**src/rtl/heartbeat_kicker.sv**
```systemverilog
// Watchdog feeder: issues one incrementing kick per window while the supervised
// logic shows liveness, starves the watchdog after repeated silence, flags unexpected bites.
module heartbeat_kicker #(
  parameter int PERIOD     = 5,
  parameter int MISS_LIMIT = 3,
  parameter int WIDTH      = 8
) (
  input  logic             clk,
  input  logic             rst_n,
  input  logic             ena,
  input  logic             task_alive,
  input  logic             wd_expired,
  output logic [WIDTH-1:0] kick_out,
  output logic             kick_strobe,
  output logic             starved,
  output logic             fault,
  output logic [1:0]       state
);

  localparam int CW = (PERIOD > 1) ? $clog2(PERIOD) : 1;
  localparam int MW = (MISS_LIMIT > 0) ? $clog2(MISS_LIMIT + 1) : 1;
  localparam logic [CW-1:0] CNT_LAST  = CW'(PERIOD - 1);
  localparam logic [MW-1:0] MISS_LAST = MW'(MISS_LIMIT - 1);

  typedef enum logic [1:0] {
    S_IDLE    = 2'd0,
    S_RUN     = 2'd1,
    S_STARVED = 2'd2,
    S_FAULT   = 2'd3
  } state_t;

  state_t           state_r, state_s;
  logic [CW-1:0]    cnt_r, cnt_s;
  logic [MW-1:0]    miss_r, miss_s;
  logic             alive_r, alive_s;
  logic [WIDTH-1:0] kick_r, kick_s;
  logic             strobe_r, strobe_s;
  logic             starved_r, starved_s;
  logic             fault_r, fault_s;

  logic win_end_s;
  logic alive_now_s;

  assign win_end_s   = (cnt_r == CNT_LAST);
  assign alive_now_s = alive_r | task_alive;

  // State and datapath registers with synchronous active-low reset
  always_ff @(posedge clk) begin
    if (!rst_n) begin
      state_r   <= S_IDLE;
      cnt_r     <= '0;
      miss_r    <= '0;
      alive_r   <= 1'b0;
      kick_r    <= '0;
      strobe_r  <= 1'b0;
      starved_r <= 1'b0;
      fault_r   <= 1'b0;
    end else begin
      state_r   <= state_s;
      cnt_r     <= cnt_s;
      miss_r    <= miss_s;
      alive_r   <= alive_s;
      kick_r    <= kick_s;
      strobe_r  <= strobe_s;
      starved_r <= starved_s;
      fault_r   <= fault_s;
    end
  end

  // Next-state selection; an unexpected bite outranks everything in RUN
  always_comb begin
    state_s = state_r;
    case (state_r)
      S_IDLE: begin
        if (ena) state_s = S_RUN;
        else     state_s = S_IDLE;
      end
      S_RUN: begin
        if (wd_expired)                                      state_s = S_FAULT;
        else if (!ena)                                       state_s = S_IDLE;
        else if (win_end_s && !alive_now_s && miss_r == MISS_LAST) state_s = S_STARVED;
        else                                                 state_s = S_RUN;
      end
      S_STARVED: begin
        if (!ena) state_s = S_IDLE;
        else      state_s = S_STARVED;
      end
      S_FAULT: state_s = S_FAULT;
      default: state_s = S_IDLE;
    endcase
  end

  // Next values of counters and registered outputs
  always_comb begin
    cnt_s     = cnt_r;
    miss_s    = miss_r;
    alive_s   = alive_r;
    kick_s    = kick_r;
    strobe_s  = 1'b0;
    starved_s = starved_r;
    fault_s   = fault_r;
    case (state_r)
      S_IDLE: begin
        cnt_s     = '0;
        miss_s    = '0;
        alive_s   = 1'b0;
        starved_s = 1'b0;
        if (ena) begin
          kick_s   = kick_r + WIDTH'(1);
          strobe_s = 1'b1;
        end else begin
          kick_s   = kick_r;
        end
      end
      S_RUN: begin
        if (wd_expired) begin
          fault_s = 1'b1;
        end else if (!ena) begin
          cnt_s   = '0;
          miss_s  = '0;
          alive_s = 1'b0;
        end else if (win_end_s) begin
          cnt_s   = '0;
          alive_s = 1'b0;
          if (alive_now_s) begin
            kick_s   = kick_r + WIDTH'(1);
            strobe_s = 1'b1;
            miss_s   = '0;
          end else if (miss_r == MISS_LAST) begin
            miss_s    = miss_r;
            starved_s = 1'b1;
          end else begin
            miss_s = miss_r + MW'(1);
          end
        end else begin
          cnt_s   = cnt_r + CW'(1);
          alive_s = alive_now_s;
        end
      end
      S_STARVED: begin
        if (!ena) begin
          cnt_s     = '0;
          miss_s    = '0;
          alive_s   = 1'b0;
          starved_s = 1'b0;
        end else begin
          starved_s = 1'b1;
        end
      end
      S_FAULT: fault_s = 1'b1;
      default: begin
        cnt_s   = '0;
        miss_s  = '0;
        alive_s = 1'b0;
      end
    endcase
  end

  assign kick_out    = kick_r;
  assign kick_strobe = strobe_r;
  assign starved     = starved_r;
  assign fault       = fault_r;
  assign state       = state_r;

endmodule

```
**config.mk**
```make
export PLATFORM = sky130hd
export DESIGN_NAME = heartbeat_kicker
export DESIGN_NICKNAME = d
export VERILOG_FILES = /design/src/rtl/heartbeat_kicker.sv
export SDC_FILE = /design/constraint.sdc
export NUM_CORES = 1
export LEC_CHECK = 0
export ABC_AREA = 1
export CORE_MARGIN = 2
export CORE_UTILIZATION = 56
export CTS_BUF_LIST = sky130_fd_sc_hd__clkbuf_4
export DETAILED_ROUTE_END_ITERATION = 10
export HOLD_SLACK_MARGIN = 0.1
export PLACE_DENSITY = 0.82
export SLEW_MARGIN = 40
export SYNTH_ARGS = -nofsm -noshare
export SYNTH_HDL_FRONTEND = slang
export SYNTH_SLANG_ARGS = --single-unit
```
**constraint.sdc**
```tcl
create_clock -name clk -period 3.7 [get_ports clk]
set_input_delay 0.555 -clock clk [delete_from_list [all_inputs] [get_ports clk]]
set_output_delay 0.555 -clock clk [all_outputs]
set_load 0.02 [all_outputs]
```
==> results of run 1 <==
power breakdown:
group	switching, mW	leakage, nW	internal [mW]
combinational	0.0469	0.393	0.0302
sequential	0.00693	0.155	0.213
clock	0.0665	0.0184	0.0494
total	0.120	0.567	0.292
flip-flops by register name, summed over array words and instances (netlist names):
signal	cells
kick_out	8
cnt_r	3
miss_r	2
state	2
alive_r	1
fault	1
kick_strobe	1
starved	1
per-layer routing:
metal / wire [µm] / global-route usage
met3: 105 / 0.0377
met4: 43 / 0.130
met5: 0 / 0
met2: 955 / 0.357
met1: 1070 / 0.286
logic make-up after synthesis:
kind of cell	Yosys count	share of synthesized area
simple gates	86	0.335
buf+inv	22	0.0772
compound gates	21	0.109
flops	19	0.350
fa+ha+maj	9	0.104
xor+xnor	3	0.0242
cell usage in the layout, fill, tap and decap left out, types with 3 or more instances in the layout:
master            n
nand3_1          10
ha_1              9
clkbuf_4          4
inv_1            20
nand2_1          47
dfxtp_1          19
nor3_1            3
a21oi_1          14
nand2_2           5
clkdlybuf4s50_1  17
nor2_1           18
o21ai_0           5
worst paths after layout:
check / startpoint / to / depth (start not counted)
max: kick_out[2] / kick_out[2] / 1
min: cnt_r[0] / cnt_r[0] / 2
max reg2reg: state[1] / miss_r[0] / 9
min reg2reg: cnt_r[0] / cnt_r[0] / 2
stage by stage:
step	cells	power [mW]	hold WS [ns]	area (µm²)	utilization
floorplan	160	0.274	0.456	1090	-
global placement	201	0.299	0.469	1280	0.719
detailed placement	201	0.301	0.474	1280	0.719
CTS	205	0.415	0.493	1310	0.736
global route	205	0.432	0.515	1310	0.736
finish	205	0.413	0.489	1310	0.736
area by class of cell:
| class | count | area [µm²] | area share |
|---|---|---|---|
| multi-input combinational | 119 | 622 | 0.474 |
| sequential | 19 | 380 | 0.290 |
| timing repair buffer | 17 | 170 | 0.130 |
| inverter | 21 | 78.8 | 0.0601 |
| tap | 25 | 31.3 | 0.0238 |
| clock buffer | 4 | 30.0 | 0.0229 |
==> impl_results.md, run 1 <==
- Seq/Total Area, Yosys: 0.350
- Top cells by area, synth: dfxtp_1, nand2_1, ha_1, inv_1, a21oi_1
- Power Density: 315 nW/µm²
- Yosys top cell by area: dfxtp_1
- Number of antenna violations at the first check in global routing: 0
- Number of global-route vias before repair: 841
- Clock skew: roughly 0.0015 ns
- Synth cell count leaders: nand2_1, inv_1, dfxtp_1
- Layout cell share with drive strength beyond 1: 0.0611
- Most common cell in the synthesized netlist: nand2_1
- Mapped Cells: 160
- I/O pin cnt: 18
- Synthesized Nets: approximately 170
- WP data arrival: approximately 1.5 ns
- Clk_lat worst skew: 0.30 ns
- Async set or reset register ratio after synthesis: 0
- Achievable Freq: between 0.4 and 0.5 GHz
- Clock Pin Slew Worst Setup and Hold Paths: ~0.11 ns
- CTS tree: built
- Fill count: around 140
- Post-CTS Setup Bufs: 0
- Worst IR Drop VDD: between 0.0003 and 0.0004 V
- Routed len/inst: ~11 µm
- Yosys reg bits: 19
- Final WS setup: 1.70 ns
- Top Family by Delay on Critical Path: buffers and inverters
- Status: complete, no violations
- Setup WS pre-CTS: between 1.5 and 2 ns
- CP peak stage delay: 0.66 ns
- DRC Markers: 0
- Final period util: 0.541
- Kind of critical path: reg -> out
- TritonCTS buffer count: 3
- Post-synth EDFFs: 0
- Core area: 1780 µm²
- Die area: ~2300 µm²
- WL final: 2170 µm
- Syn Std Cell Area: 1090 µm²
- CTS resizes: 0
- Nets: around 200
- Syn Area/Cell: 6.79 µm²
- Antenna cells: 0
- First-pass DRT Iterations: 4
- Area growth syn-to-layout: 20.9%
- Final count of pins violating max slew: 0
- Crit Path Max Fanout: 7
- CTS HTree Levels: 1
- Critical path startpoint category: flop
- Max clock buf depth: 2
- Average vias per placed instance: between 4 and 5
- CTS hold repair buffers: 0
- Final hold violation count: 0
- Dpl hpwl: 1650 µm
- Ys flop type: dfxtp_1
- Row cnt: 15
- Setup violators final: 0
- Slew HR: 0.757
- Worst reg-to-reg setup slack: approximately 2 ns
- Total Routing Usage GR: 0.225
- Port Buffers: 17
- Number of DRC markers in iteration 0: 35
- Antenna-violating nets left: 0
- CP Capture Type: output port
- Synth unique cells: 19
- Leakage: ~0.57 nW
- Synth top area share: 0.350
- Hold/Removal Path Class: reg -> reg
- Die W: just under 50 µm
- Initial core utilization: 0.609
- Worst Max-Slew Pin Slew: ~0.36 ns
- RSZ-0062 raised after global routing: no
- Post-layout min period: between 2 and 2.5 ns
- Largest net degree at the start of global routing: 11
- # Max-Cap Violations: 0
- Num Clock Sinks: 19
- CP Cell Sequence: clkdlybuf4s50_1
- First-pass GRT wire length: ~3500 µm
- Synth warn: 0
- Setup TNS: 0 ns
- Global route overflow: 0
- Critical Path RT: 3.14 ns
- DR vias: approximately 1000
- Die Span Y: between 40 and 50 µm
- GPL Wtd Cong: between 0.7 and 0.8
- Critical path buffers and inverters: 1
- Slowest cell on crit path: clkdlybuf4s50_1
- CTS root buffer: clkbuf_4
(Power assumes the default switching activity.)
==> run 2: changes to the inputs <==
CORE_UTILIZATION = 49   (was 56)
PLACE_DENSITY = 0.76   (was 0.82)
clock period = 1.8 ns   (was 3.7 ns; I/O delays follow)
==> run 2 against run 1 <==
Effect of this change: count of clock-buffer cells in the layout down 1; die area up 13%; core utilization down 11 points; wire length up 0.97%; clock skew about the same; total power up 100%; register-to-register slack worse by 1.8 ns; cell count up 3.4%; combinational power up 110%; critical path depth unchanged; via count up 2.2%; design area up 2.4%; critical endpoint unchanged.
==> impl_results.md, run 2 (synthesis results as in run 1) <==
- First-pass DRT Iterations: 4
- Antenna-violating nets left: 0
- Met3 capacity usage during global routing: 0.0351
- # Max-Cap Violations: 0
- Worst Max-Slew Pin Slew: 0.265 ns
- CTS HTree Levels: 1
- DR vias: around 1000
- Layout cell share with drive strength beyond 1: 0.0815
- CP Capture Type: output port
- Final period util: 0.945
- CTS hold repair buffers: 0
- Worst reg-to-reg setup slack: about 0.18 ns
- Fill count: ~200
- Achievable Freq: ~0.59 GHz
- Average vias per placed instance: 4.92
- Largest net degree at the start of global routing: 12
- Die Span Y: approximately 50 µm
- WP data arrival: 1.43 ns
- GRT Max-Usage Layer: met2
- TritonCTS buffer count: 3
- I/O pin cnt: 18
- Leakage: 0.584 nW
- CP Cell Sequence: clkdlybuf4s50_1
- Worst reg2reg path startpoint: state[1]
- Setup violators final: 0
- Hold Crit Depth: 1
- Hold Path End: fault
- RSZ-0062 raised after global routing: no
- Clk_lat worst skew: 0.31 ns
- Setup TNS: 0 ns
- Flop pwr share: 0.535
- Status: complete, no violations
- R2R Path End: cnt_r[2]
- Met2 usage: 0.333
- Number of DRC markers in iteration 0: 16
- WL final: around 2200 µm
- Num Clock Sinks: 19
- Sw frac: 0.303
- Clock skew: about 0.002 ns
- Port Buffers: 17
- Critical path startpoint category: flop
- Total Routing Usage GR: 0.201
- Initial core utilization: 0.506
- Hold_ws: 0.476 ns
- Antenna cells: 0
- Max FFs per register: 8
- CTS tree: built
- Slowest cell on crit path: clkdlybuf4s50_1
- Row cnt: 17
- Clock Pin Slew Worst Setup and Hold Paths: roughly 0.11 ns
- Met1 usage: 0.245
- Critical path buffers and inverters: 1
- Critical Path RT: between 1.5 and 2 ns
- Setup crit start: kick_out[2]
- CP peak stage delay: 0.65 ns
- CTS resizes: 0
- Psw: about 260 µW
- Dpl hpwl: approximately 1700 µm
- Cell Int Power: between 500 and 600 µW
- Kind of critical path: reg -> out
- Worst IR Drop VDD: roughly 0.00044 V
- Nets: around 200
- Post-layout util: 0.626
- Power share of the combinational group: 0.196
- Core area: roughly 2100 µm²
- Most frequent cells in the layout: nand2_1, inv_1, dfxtp_1
- Power Density: approximately 630 nW/µm²
- Max clock buf depth: 2
- Routed len/inst: roughly 10 µm
- Post-layout min period: around 1.7 ns
- R2R cell count: 9
- Final hold violation count: 0
- DRC Markers: 0
- CTS root buffer: clkbuf_4
- Die W: around 51 µm
- Commonest non-fill, non-tap cell in the layout: nand2_1
- Area growth syn-to-layout: 23.7%
- GPL Wtd Cong: roughly 0.79
- Final count of pins violating max slew: 0
- Hold_sp: fault
- Total Power: 845 µW
- First-pass GRT wire length: approximately 4000 µm
- Global route overflow: 0
- Number of antenna violations at the first check in global routing: 0
- Number of global-route vias before repair: between 900 and 1000
- Clock power share: 0.269
- Die area: between 2000 and 3000 µm²
- Crit Path Max Fanout: 7
- Top Family by Delay on Critical Path: buffers and inverters
- Hold/Removal Path Class: reg -> reg
- Slew HR: 0.822
-- run 2: final cells by class --
class	count	area [µm²]	share of cell area
flip-flops and latches	19	380	0.283
inverters	21	78.8	0.0587
clock inverters	1	5.00	0.00372
multi-input cells	119	622	0.463
repair buffers	21	200	0.149
well taps	28	35.0	0.0261
clock buffers	3	22.5	0.0168
-- run 2: worst max-delay path by stage --
stage               cells past startpoint          end  slack [ns]
finish                                  1  kick_out[2]         0.1
global route                            1  kick_out[2]        0.02
floorplan                               8    miss_r[0]        0.16
global placement                        8  kick_out[0]        0.21
detailed placement                      8  kick_out[0]        0.17
CTS                                     1  kick_out[2]        0.09
-- run 2: per-stage QoR --
step / cells / area [µm²] / worst slack [ns]
after detailed placement: 206 / 1300 / 0.174
after global routing: 212 / 1340 / 0.0200
after CTS: 210 / 1330 / 0.0879
after floorplan: 160 / 1090 / 0.160
after global placement: 206 / 1300 / 0.214
final: 212 / 1340 / 0.0985
-- run 2: power groups by stage --
stage | combinational [mW] | sequential [mW] | clock (mW)
after global routing | 0.185 | 0.455 | 0.247
final | 0.165 | 0.452 | 0.228
after CTS | 0.162 | 0.452 | 0.233
after floorplan | 0.0880 | 0.474 | 0
after detailed placement | 0.160 | 0.462 | 0
after global placement | 0.157 | 0.461 | 0
-- run 2: metal layers --
layer  wire [µm]  share of wire
met2        1050           0.48
met4          44          0.020
met1        1030           0.47
met3          77          0.035
met5           0              0
-- run 2: repair_timing --
| item | in CTS | in global routing |
|---|---|---|
| setup buffers | 0 | 2 |
| setup endpoints to repair | 0 | 2 |
| endpoints found under the hold margin | 0 | 0 |
